`src/rtl/mandel_pixel_packer_if.sv`:
```
// Pixel stream and DDR3 write-request bundle for mandel_pixel_packer.
// master: pixel source + DDR3 controller side; slave: the packer.
interface mandel_pixel_packer_if;
  logic         frame_start;
  logic         pix_valid;
  logic [15:0]  pix_data;
  logic         pix_ready;
  logic         do_write;
  logic [27:0]  where_write;
  logic [127:0] data_to_write;
  logic         ack;
  logic         is_writing;
  logic         last_write_done;

  modport master (
    output frame_start, pix_valid, pix_data,
    output ack, is_writing,
    input  pix_ready, do_write, where_write,
    input  data_to_write, last_write_done
  );

  modport slave (
    input  frame_start, pix_valid, pix_data,
    input  ack, is_writing,
    output pix_ready, do_write, where_write,
    output data_to_write, last_write_done
  );
endinterface

```
`src/rtl/mandel_pixel_packer.sv`:
```
// Packs 16-bit pixels into 128-bit words and writes them to DDR3.
// Ports: clk, sys_rst (async, active high), bus (slave modport).
module mandel_pixel_packer #(
  parameter int PIXELS_PER_FRAME = 786432,
  parameter int ADDR_STEP        = 8,
  parameter int BASE_ADDR        = 0
) (
  input logic                  clk,
  input logic                  sys_rst,
  mandel_pixel_packer_if.slave bus
);
  localparam int PCW = $clog2(PIXELS_PER_FRAME);
  localparam logic [PCW-1:0] LAST_PIX =
    PCW'(PIXELS_PER_FRAME - 1);
  localparam logic [16:0] WORDS =
    17'(PIXELS_PER_FRAME / 8);
  localparam logic [27:0] BASE = 28'(BASE_ADDR);
  localparam logic [27:0] STEP = 28'(ADDR_STEP);

  typedef enum logic [1:0] {
    W_IDLE,
    W_REQ,
    W_WAIT
  } wstate_t;

  logic           frame_active;
  logic [PCW-1:0] pix_cnt;
  logic [2:0]     pack_cnt;
  logic [127:0]   pack_reg;
  logic [127:0]   word_nxt;
  logic [127:0]   fifo0;
  logic [127:0]   fifo1;
  logic [1:0]     fifo_cnt;
  logic [16:0]    wr_idx;
  logic           stale;
  wstate_t        state;
  logic           accept;
  logic           push;
  logic           pop;

  // Stall only the word-completing pixel when both FIFO slots are full.
  assign bus.pix_ready = frame_active &&
    !(pack_cnt == 3'd7 && fifo_cnt == 2'd2);

  // A frame_start cycle discards any pixel offered alongside it.
  assign accept = bus.pix_valid && bus.pix_ready &&
    !bus.frame_start;
  assign push = accept && pack_cnt == 3'd7;
  assign pop = state == W_IDLE && fifo_cnt != 2'd0 &&
    !bus.frame_start;

  // Slot index: pack_cnt 0 -> bits [127:112].
  always_comb begin
    word_nxt = pack_reg;
    word_nxt[{~pack_cnt, 4'b0000} +: 16] = bus.pix_data;
  end

  always_ff @(posedge clk or posedge sys_rst) begin
    if (sys_rst) begin
      frame_active <= 1'b0;
      pix_cnt      <= '0;
      pack_cnt     <= 3'd0;
      pack_reg     <= '0;
      fifo0        <= '0;
      fifo1        <= '0;
      fifo_cnt     <= 2'd0;
    end else if (bus.frame_start) begin
      frame_active <= 1'b1;
      pix_cnt      <= '0;
      pack_cnt     <= 3'd0;
      fifo_cnt     <= 2'd0;
    end else begin
      if (accept) begin
        pack_reg <= word_nxt;
        pack_cnt <= pack_cnt + 3'd1;
        pix_cnt  <= pix_cnt + PCW'(1);
        if (pix_cnt == LAST_PIX)
          frame_active <= 1'b0;
      end
      unique case ({push, pop})
        2'b10: begin
          if (fifo_cnt == 2'd0) fifo0 <= word_nxt;
          else                  fifo1 <= word_nxt;
          fifo_cnt <= fifo_cnt + 2'd1;
        end
        2'b01: begin
          fifo0    <= fifo1;
          fifo_cnt <= fifo_cnt - 2'd1;
        end
        2'b11: begin
          if (fifo_cnt == 2'd1) begin
            fifo0 <= word_nxt;
          end else begin
            fifo0 <= fifo1;
            fifo1 <= word_nxt;
          end
        end
        default: ;
      endcase
    end
  end

  always_ff @(posedge clk or posedge sys_rst) begin
    if (sys_rst) begin
      state               <= W_IDLE;
      bus.do_write        <= 1'b0;
      bus.where_write     <= BASE;
      bus.data_to_write   <= '0;
      bus.last_write_done <= 1'b0;
      wr_idx              <= '0;
      stale               <= 1'b0;
    end else begin
      unique case (state)
        W_IDLE: begin
          if (pop) begin
            bus.data_to_write <= fifo0;
            bus.where_write   <=
              BASE + {11'd0, wr_idx} * STEP;
            bus.do_write      <= 1'b1;
            wr_idx            <= wr_idx + 17'd1;
            stale             <= 1'b0;
            state             <= W_REQ;
          end
        end
        W_REQ: begin
          if (bus.ack) begin
            bus.do_write <= 1'b0;
            state        <= W_WAIT;
          end
        end
        W_WAIT: begin
          if (!bus.ack && !bus.is_writing) begin
            if (!stale && !bus.frame_start &&
                wr_idx == WORDS)
              bus.last_write_done <= 1'b1;
            state <= W_IDLE;
          end
        end
        default: state <= W_IDLE;
      endcase
      // An in-flight write finishes at its old address but is
      // marked so it cannot signal completion of the new frame.
      if (bus.frame_start) begin
        wr_idx              <= '0;
        bus.last_write_done <= 1'b0;
        if (state != W_IDLE)
          stale <= 1'b1;
      end
    end
  end
endmodule

```
`src/flat_wrapper.sv`:
```
// flat-port wrapper written by rule: the top's interface ports become plain ports
module mandel_pixel_packer_flat 
#(
  parameter int PIXELS_PER_FRAME = 786432,
  parameter int ADDR_STEP        = 8,
  parameter int BASE_ADDR        = 0
)
  (clk, sys_rst, bus_frame_start, bus_pix_valid, bus_pix_data, bus_ack, bus_is_writing, bus_pix_ready, bus_do_write, bus_where_write, bus_data_to_write, bus_last_write_done);
  mandel_pixel_packer_if bus_i ();
  input logic clk;
  input logic sys_rst;
  input wire logic [$bits(bus_i.frame_start)-1:0] bus_frame_start;
  input wire logic [$bits(bus_i.pix_valid)-1:0] bus_pix_valid;
  input wire logic [$bits(bus_i.pix_data)-1:0] bus_pix_data;
  input wire logic [$bits(bus_i.ack)-1:0] bus_ack;
  input wire logic [$bits(bus_i.is_writing)-1:0] bus_is_writing;
  output wire logic [$bits(bus_i.pix_ready)-1:0] bus_pix_ready;
  output wire logic [$bits(bus_i.do_write)-1:0] bus_do_write;
  output wire logic [$bits(bus_i.where_write)-1:0] bus_where_write;
  output wire logic [$bits(bus_i.data_to_write)-1:0] bus_data_to_write;
  output wire logic [$bits(bus_i.last_write_done)-1:0] bus_last_write_done;
  assign bus_i.frame_start = bus_frame_start;
  assign bus_i.pix_valid = bus_pix_valid;
  assign bus_i.pix_data = bus_pix_data;
  assign bus_i.ack = bus_ack;
  assign bus_i.is_writing = bus_is_writing;
  assign bus_pix_ready = bus_i.pix_ready;
  assign bus_do_write = bus_i.do_write;
  assign bus_where_write = bus_i.where_write;
  assign bus_data_to_write = bus_i.data_to_write;
  assign bus_last_write_done = bus_i.last_write_done;
  mandel_pixel_packer #(.PIXELS_PER_FRAME(PIXELS_PER_FRAME), .ADDR_STEP(ADDR_STEP), .BASE_ADDR(BASE_ADDR)) u_core (.clk(clk), .sys_rst(sys_rst), .bus(bus_i));
endmodule
```
`config.mk`:
```
export PLATFORM = sky130hd
export DESIGN_NAME = mandel_pixel_packer_flat
export DESIGN_NICKNAME = d
export VERILOG_FILES = /design/src/rtl/mandel_pixel_packer_if.sv /design/src/rtl/mandel_pixel_packer.sv /design/src/flat_wrapper.sv
export SDC_FILE = /design/constraint.sdc
export NUM_CORES = 1
export LEC_CHECK = 0
export CORE_ASPECT_RATIO = 0.8
export CORE_MARGIN = 4
export CORE_UTILIZATION = 62
export DETAILED_ROUTE_END_ITERATION = 16
export PLACE_DENSITY = 0.91
export SLEW_MARGIN = 20
export SYNTH_ARGS = -nofsm -noshare
export SYNTH_HDL_FRONTEND = slang
export SYNTH_SLANG_ARGS = --single-unit
export TNS_END_PERCENT = 20
```
`constraint.sdc`:
```
create_clock -name clk -period 27.9 [get_ports clk]
set_clock_uncertainty 0.05 [all_clocks]
set_input_delay 4.185 -clock clk [delete_from_list [all_inputs] [get_ports clk]]
set_output_delay 4.185 -clock clk [all_outputs]
set_load 0.01 [all_outputs]
```
======== Word level (Yosys, flattened, before mapping) ========
Index checks and enable logic that the tools add are counted.
operators by class
  add/sub/neg operators ................... 6
  equal/unequal tests ..................... 16
  shift-type cells ........................ 2
  muxes and demuxes ....................... 34
  bitwise operators ....................... 2
  reduce and logical (&&, ||, !) cells .... 39
operators by type and width
  kind                                                    count
  2-to-1 mux 128 bit                                      4
  one-hot mux 128 bit (3 select lines)                    1
  one-hot mux 128 bit (2 select lines)                    1
  bitwise mux 128 bit                                     1
  variable shift 16 x 9 -> 128 bit, first input constant  1
  indexed part select 16 x 9 -> 128 bit                   1
  2-to-1 mux 17 bit                                       3
  2-to-1 mux 20 bit                                       2
  nonzero test 2 bit                                      11
  adder 20 x 1 -> 20 bit, second input constant           1
  equality test 20 bit, second input constant             1
  adder 17 x 1 -> 17 bit, second input constant           1
  equality test 17 bit, second input constant             1
  2-to-1 mux 1 bit                                        13
  AND reduction 3 bit                                     4
  logical AND 1 bit                                       10
  negator 7 -> 9 bit                                      1
  equality test 2 bit, second input constant              4
  2-to-1 mux 2 bit                                        4
  AND reduction 2 bit                                     4
  equality test 2 x 1 -> 1 bit, second input constant     3
  2-to-1 mux 3 bit                                        2
  inequality test 2 x 1 -> 1 bit, second input constant   3
  inequality test 2 bit, second input constant            3
  13 further kinds                                        19
word-level totals
  bits in registers ....................... 577
  output and inout port bits .............. 159

======== Logic depth before layout (Yosys ltp) ========
Gate-level depths: netlist of run 1.
  depth in word-level cells ............... 10
  gate-level depth with buffers ........... 10
  mapped depth without buffers ............ 6

======== Worst setup path before layout of run 1 ========
Ideal clock, no wire load.
  kind .................................... input port to flip-flop
  start point ............................. in bus_pix_valid
  end point ............................... reg u_core.fifo1[48]
  library setup time ...................... 0.125 ns
  arrival time ............................ 5.664 ns
  path slack .............................. 22.061 ns
  stages on the path ...................... 8
  buffers on the path ..................... 4
  cell sequence ........................... and2_1 -> buf_2 -> and3_1 -> clkbuf_1 -> and4b_1 -> buf_2 -> buf_2 -> mux2_2
on the way
  cells in the longest elaborated chain, start to end .. 6
ends and longest elaborated chain
  element                                                                       line                       RTL
  start, declared                                                               flat_wrapper.sv:13         input wire logic [$bits(bus_i.pix_valid)-1:0] bus_pix_valid;
  logical AND 1 bit (*) (2 in series)                                           mandel_pixel_packer.sv:46  assign accept = bus.pix_valid && bus.pix_ready &&
  logical AND 1 bit (*)                                                         mandel_pixel_packer.sv:48  assign push = accept && pack_cnt == 3'd7;
  equality test 2 bit                                                           mandel_pixel_packer.sv:80  unique case ({push, pop})
  inequality test 2 bit (no source line) or nonzero test 2 bit (tied branches)  -
  AND reduction 4 bit (no source line)                                          -
  end signal, assigned                                                          mandel_pixel_packer.sv:83  else fifo1 <= word_nxt;
  end signal, assigned                                                          mandel_pixel_packer.sv:95  fifo1 <= word_nxt;
  end, declared                                                                 mandel_pixel_packer.sv:32  logic [127:0] fifo1;
Every way passes the cells marked *; elsewhere a longest branch is shown, timed or not.
A chain may end at the register's enable or synchronous reset.

======== Worst setup path after layout of run 1 ========
  start point ............................. reg u_core.pack_cnt[0]
  end point ............................... out bus_pix_ready
on the way
  cells in the longest elaborated chain, start to end .. 4
ends and longest elaborated chain
  element                 line                       RTL
  start, declared         mandel_pixel_packer.sv:28  logic [2:0] pack_cnt;
  start signal, assigned  mandel_pixel_packer.sv:75  pack_cnt <= pack_cnt + 3'd1;
  equality test 3 bit     mandel_pixel_packer.sv:43  !(pack_cnt == 3'd7 && fifo_cnt == 2'd2);
  logical AND 1 bit       mandel_pixel_packer.sv:43
  zero test 1 bit         mandel_pixel_packer.sv:43
  logical AND 1 bit       mandel_pixel_packer.sv:42  assign bus.pix_ready = frame_active &&
  end, declared           flat_wrapper.sv:17         output wire logic [$bits(bus_i.pix_ready)-1:0] bus_pix_ready;
No other way between the ends.

==> summary.txt, run 1 <==
Net Sw Frac: 33.7%
Pwr/cell area: 99.8 nW/um2
Worst EP required: 23.66 ns
Count of pins on the block boundary: 181
Net switching power of the design: 0.952 mW
Most repeated library cell on the critical path: ha_1
Effective utilization at floorplan: 63.3%
Total of endpoints with negative setup slack in the final report: 0
Via-per-instance ratio: 6.16
Critical path's largest stage delay: 0.69 ns
Primary FF master, synth: dfrtp_1
Final HPWL DP: 37300 um
Max-cap violations: 0
Post-route DRC: 0
Post-synthesis sequential area ratio: 59.2%
Final worst path period need: 7.50 ns
Count of unique library cells instantiated by Yosys: 50
Seq pwr share: 42.8%
Yosys warnings: 0
Setup slack of the most critical reg-to-reg path: 23.52 ns
Sum of routed wire length over all layers: 65100 um
Detailed-route via count: 18500
Element type at the critical path start: register
Clk sinks: 577
Total placed instance area: 26400 um2
Antenna viol nets, final: 0
Total number of H-tree levels: 2
Yosys top cell area share: 59.2%
Crit path capture: bus_pix_ready
Post-layout instance area: 28300 um2
Maximum operating frequency: 0.133 GHz
Via count of the first global-routing pass: 19300
Final-layout worst hold slack: 0.423 ns
Final std cells w/o fill: 3003
Count of flip-flops with a built-in enable after synthesis: 0
Kind of end point of the critical path: output pin
First-pass GRT wire length: 103000 um
Gate count after technology mapping: 2331
Cell internal pwr: 1.87 mW
R2R Path Start: u_core.pack_cnt[0]
Synthesis-stage register bit count: 577
Leak Pwr: 13.0 nW
Post-route setup TNS: 0 ns
CTS Root Buffer Type: clkbuf_16
Largest net degree at the start of global routing: 197
Routed wire per std cell: 21.7 um
CP Cell Sequence: ha_1, ha_1, nand2_1, and2_1, clkdlybuf4s50_1
Relative contribution of the clock network to total power: 27.5%
GP Congestion: 0.834
Share of synthesized registers carrying an async set or reset: 100%
Overall fraction of global-route tracks in use: 30.3%
Die Area: 42600 um2
Count of pins over their slew limit: 0
Die W: 230 um
IR Drop Worst-Case VDD: 0.0000666 V
Number of buffers created by CTS: 54
Outcome: finished clean
Setup WS pre-CTS: 19.94 ns
Gate power share: 29.7%
Initial detailed-routing violation count: 2079
Peak fanout along the critical path: 11
Total count of hold-check failures in the final report: 0
Residual overflow from global routing: 0
Cell types with the largest area share after synthesis: dfrtp_1 59%, nand2_1 7.8%, mux2i_1 6.9%, mux2_2 6.4%, a21oi_1 3.4%
Post-CTS sizing: 0
Worst setup path startpoint: u_core.pack_cnt[0]
Maximum buffer depth of the clock tree: 3
Number of input and output port buffers inserted: 169
Post-layout power: 2.82 mW
Share of the core filled with cells: 73.5%
Number of antenna violations at the first check in global routing: 0
Count of buffers added by post-CTS timing repair for setup: 0
Crit path kind: reg2out
Core footprint: 38500 um2
Max transition margin: 31.3%
Height of the die: 185 um
Final nets: 2466
Placed cell count: 2904
Share of final-layout standard cells stronger than drive strength 1: 11.0%
Class of the tightest hold or removal check: reg2reg
Library cell occupying the most area in the post-synthesis netlist: dfrtp_1
Diodes inserted: 0
Number of cells traversed by the worst register-to-register path: 8
Floorplan row count: 64
Quantity of hold-fixing buffers added after cts: 0
Fraction of the cycle the final worst path needs: 26.9%
Final Worst Setup Slack: 20.40 ns
Clock insertion delay at the later pin of the skew report: 0.59 ns
Arrival @ worst endpoint: 3.27 ns
Worst reg2reg path endpoint: u_core.fifo0[74]
Area grow syn2layout: 16.1%
CP max stage cell: dfrtp_1
Clock tree from TritonCTS: built
Mapped Avg Cell Area: 10.5 um2
Unrepaired setup endpoints after global routing: no
Transition time of the tightest slew-check pin: 1.03 ns
First-pass iteration count of the detailed router: 6
Netlist area before placement: 24400 um2
Clock-pin slew reported for the worst setup and hold paths after clock tree synthesis: 0.06 ns
## power by group through the flow
stage	combinational (mW)	sequential, mW	clock [mW]
finish	0.840	1.21	0.776
global route	0.918	1.23	0.818
CTS	0.836	1.20	0.779
detailed placement	0.816	1.21	0
global placement	0.769	1.20	0
floorplan	0.447	1.21	0
## how the worst min path moves through the flow
stage	slack (ns)	startpoint	cells past startpoint	endpoint
2_1_floorplan	0.39	u_core.fifo0[112]	2	u_core.bus.data_to_write[112]
5_1_grt	0.44	u_core.fifo0[97]	2	u_core.bus.data_to_write[97]
3_5_place_dp	0.41	u_core.fifo0[81]	2	u_core.bus.data_to_write[81]
3_3_place_gp	0.40	u_core.fifo0[12]	2	u_core.bus.data_to_write[12]
6_report	0.42	u_core.bus.data_to_write[52]	2	u_core.bus.data_to_write[52]
4_1_cts	0.43	u_core.fifo0[81]	2	u_core.bus.data_to_write[81]
## layout by cell type (no fill, tap or decap), drive strengths merged, types with 10 or more instances in the layout
cell type	instances
inv	96
xnor2	10
nand3	12
buf	27
or3	11
dfrtp	577
clkbuf	80
conb	11
o22ai	65
and2	23
mux2i	168
nand4	14
a21oi	168
clkdlybuf4s50	169
nor2	162
nand2	506
mux2	139
o21ai	143
## area by class of cell
class | count | area (um2)
Multi-Input combinational cell | 1512 | 9020
Clock inverter | 16 | 240
Tap cell | 528 | 661
Inverter | 94 | 360
Timing Repair Buffer | 196 | 1970
Sequential cell | 577 | 14400
Clock buffer | 80 | 1620
Fill cell | 2355 | 10200
## worst max-delay path: cells and delay by family, from the launching register on
| family | cells | cell delay (ns) |
|---|---|---|
| fa+ha+maj | 2 | 0.84 |
| simple gates | 2 | 0.67 |
| buf+inv | 1 | 0.48 |
| flops | 1 | 0.69 |
## layer usage
| metal | vias to the layer above | GRT usage (%) | wire length (um) |
|---|---|---|---|
| met5 | - | 0 | 0 |
| met4 | 0 | 13.5 | 2720 |
| met3 | 203 | 6.23 | 5410 |
| met2 | 1008 | 50.5 | 31700 |
| met1 | 9304 | 39.1 | 25300 |
| li1 | 7998 | - | - |
## synthesized netlist by cell type, drive strengths merged, types with 9 or more instances
library cell	instances
mux2i	168
buf	79
xor2	9
nor4	9
ha	9
dfrtp	577
o21ai	143
nand2	506
inv	94
nor2	162
or3	11
o22ai	65
nand4	14
a21oi	168
nand3	12
and2	23
clkbuf	79
xnor2	10
mux2	139
## cells by family (layout without fill, tap and decap cells)
group	Yosys count	count (layout)	share of synthesized area (%)
xor+xnor	19	19	0.682
buf+inv	252	386	4.39
mux	307	307	13.3
fa+ha+maj	9	9	0.462
flops	577	577	59.2
other cells	1	11	0.0154
simple gates	776	776	13.4
compound gates	390	390	8.54
Note: power is estimated with default switching activity, not from simulation.
==> run 2, diff against run 1 <==
Settings changed: CORE_UTILIZATION 62 to 53, PLACE_DENSITY 0.91 to 0.83.
Clock period 27.9 ns to 6.2 ns, I/O delays scaled along.
==> run 2 against run 1 <==
  * Die area up 16%
  * Via count decreased by 3.1%
  * Combinational power grew to 4.4 times the previous value
  * Power grew to 4.4 times the previous value
  * Clock power increased to 4.3 times the previous value
  * First-iteration DRC count down 10%
  * Design area up 0.17%
  * Critical path type is now reg2reg
  * Critical endpoint is now u_core.fifo0[7]
  * Largest power group unchanged
==> summary.txt, run 2 (synthesis results as in run 1) <==
Number of antenna violations at the first check in global routing: 4 (+4)
Via-per-instance ratio: 5.80 (-5.9%)
Number of stages on the worst hold path: 2 (unchanged)
Max-cap violations: 0 (unchanged)
Maximum operating frequency: 0.229 GHz
Outcome: finished clean
Cell internal pwr: 8.28 mW (+340%)
Kind of end point of the critical path: register
IR Drop Worst-Case VDD: 0.000290 V (+340%)
Most frequent standard cell in the layout excluding fill and tap cells: dfrtp_1
Effective utilization at floorplan: 53.4% (-9.9 points)
Overall fraction of global-route tracks in use: 25.2% (-5.1 points)
Core footprint: 45600 um2 (+18%)
Fraction of the cycle the final worst path needs: 70.3%
Clock tree from TritonCTS: built
Die Area: 49500 um2 (+16%)
Max transition margin: 28.6% (-2.7 points)
Final std cells w/o fill: 3092 (+3.0%)
Routed wire per std cell: 20.1 um (-7.2%)
Post-CTS sizing: 0 (unchanged)
Unrepaired setup endpoints after global routing: no
Share of the core filled with cells: 62.1% (-11 points)
Number of buffers created by CTS: 54 (unchanged)
Total count of hold-check failures in the final report: 0 (unchanged)
Clock insertion delay at the later pin of the skew report: 0.61 ns (+0.02 ns)
Quantity of hold-fixing buffers added after cts: 0 (unchanged)
Crit path kind: reg2reg
Relative contribution of the clock network to total power: 26.8% (-0.7 points)
CTS Root Buffer Type: clkbuf_16
Largest net degree at the start of global routing: 212 (+7.6%)
Class of the tightest hold or removal check: reg2reg
Final nets: 2468 (+0.081%)
First-pass iteration count of the detailed router: 8 (+2)
Gate power share: 29.5% (-0.2 points)
Net switching power of the design: 4.18 mW (+340%)
Total number of cells along the worst setup path: 8 (+3)
Setup WS pre-CTS: 1.61 ns (-18.32 ns)
Count of pins over their slew limit: 0 (unchanged)
Final worst path period need: 4.36 ns
Commonest cells after routing, fill and taps aside: 577 x dfrtp_1, 506 x nand2_1, 169 x clkdlybuf4s50_1
Critical path's largest stage delay: 0.77 ns (+0.08 ns)
Die W: 248 um (+7.9%)
Via count of the first global-routing pass: 18400 (-4.8%)
Residual overflow from global routing: 0 (unchanged)
Maximum buffer depth of the clock tree: 3 (unchanged)
Number of input and output port buffers inserted: 169 (unchanged)
CP max stage cell: nor2_4
Height of the die: 200 um (+7.8%)
Pwr/cell area: 439 nW/um2 (+340%)
Net Sw Frac: 33.5% (-0.19 points)
Antenna viol nets, final: 0 (unchanged)
Number of inserted filler cells in the final layout: 3477 (+48%)
Clock-pin slew reported for the worst setup and hold paths after clock tree synthesis: 0.07 ns (about the same)
Count of pins on the block boundary: 181 (unchanged)
Final Worst Setup Slack: 1.84 ns (-18.56 ns)
Initial detailed-routing violation count: 1867 (-10%)
Element type at the critical path start: register
Arrival @ worst endpoint: 4.77 ns (+1.50 ns)
Total number of H-tree levels: 2 (unchanged)
Post-layout power: 12.5 mW (+340%)
CP Cell Sequence: ha_1, ha_1, and4b_1, a21oi_4, buf_4, nor2_4, buf_4, a21oi_1
Post-route setup TNS: 0 ns (unchanged)
First-pass GRT wire length: 98900 um (-4.1%)
Final HPWL DP: 37500 um (+0.61%)
Count of buffers added by post-CTS timing repair for setup: 0 (unchanged)
Worst EP required: 6.61 ns (-17.05 ns)
Top Family by Delay on Critical Path: simple AND/OR/NAND/NOR gates
Floorplan row count: 70 (+9.4%)
Transition time of the tightest slew-check pin: 1.07 ns (+0.0401 ns)
GP Congestion: 0.803 (-3.7%)
Peak fanout along the critical path: 46 (+35)
Area grow syn2layout: 16.3%
Clk sinks: 577 (unchanged)
Diodes inserted: 0 (unchanged)
Buffering stage count on the worst path with inverters included: 2 (+1)
Number of cells traversed by the worst register-to-register path: 8 (unchanged)
Leak Pwr: 12.9 nW (-0.26%)
Seq pwr share: 43.7% (+0.9 points)
Sum of routed wire length over all layers: 62200 um (-4.5%)
Detailed-route via count: 17900 (-3.1%)
Share of final-layout standard cells stronger than drive strength 1: 11.0% (+0.058 points)
Total of endpoints with negative setup slack in the final report: 0 (unchanged)
Placed cell count: 2992 (+3.0%)
Post-route DRC: 0 (unchanged)
==> run 2: layout make-up <==
type | count | area (um2) | area share, %
multi-input cells | 1512 | 9020 | 31.8
flip-flops and latches | 577 | 14400 | 50.9
clock buffers | 77 | 1540 | 5.42
well taps | 612 | 766 | 2.70
inverters | 94 | 357 | 1.26
clock inverters | 22 | 246 | 0.869
repair buffers | 198 | 1990 | 7.03
==> run 2: per-layer routing <==
metal | share of wire [%] | track usage (%)
met5 | 0 | 0
met4 | 3.5 | 10.1
met3 | 6.7 | 3.70
met2 | 48 | 40.8
met1 | 42 | 34.8
==> run 2: worst register-to-register path, cell delays in order (launching register included) <==
cell and delay, ns:
dfrtp_1 0.71, ha_1 0.31, ha_1 0.55, and4b_1 0.59
a21oi_4 0.10, buf_4 0.36, nor2_4 0.78, buf_4 0.57
a21oi_1 0.20
==> run 2: path summary, 6_finish.rpt <==
kind                                                end  slack [ns]               start
setup reg to reg                        u_core.fifo0[7]        1.84  u_core.pack_cnt[0]
hold reg to reg            u_core.bus.data_to_write[82]        0.42    u_core.fifo0[82]
min in group asynchronous            u_core.pack_reg[5]        0.64             sys_rst
hold / removal             u_core.bus.data_to_write[82]        0.42    u_core.fifo0[82]
max in group asynchronous              u_core.fifo0[74]        4.11             sys_rst
setup / recovery                        u_core.fifo0[7]        1.84  u_core.pack_cnt[0]
==> run 2: power groups by stage <==
stage	Sequential, mW	Clock [mW]	Combinational, mW
2_1_floorplan	5.46	0	2.01
3_3_place_gp	5.43	0	3.48
3_5_place_dp	5.48	0	3.63
4_1_cts	5.43	3.39	3.69
5_1_grt	5.54	3.55	4.07
6_report	5.44	3.34	3.67
==> run 2: through the flow <==
step	area, um2	hold slack, ns
after global routing	28400	0.440
after CTS	28300	0.418
after floorplan	24400	0.389
final	28400	0.416
after detailed placement	26500	0.403
after global placement	26500	0.403
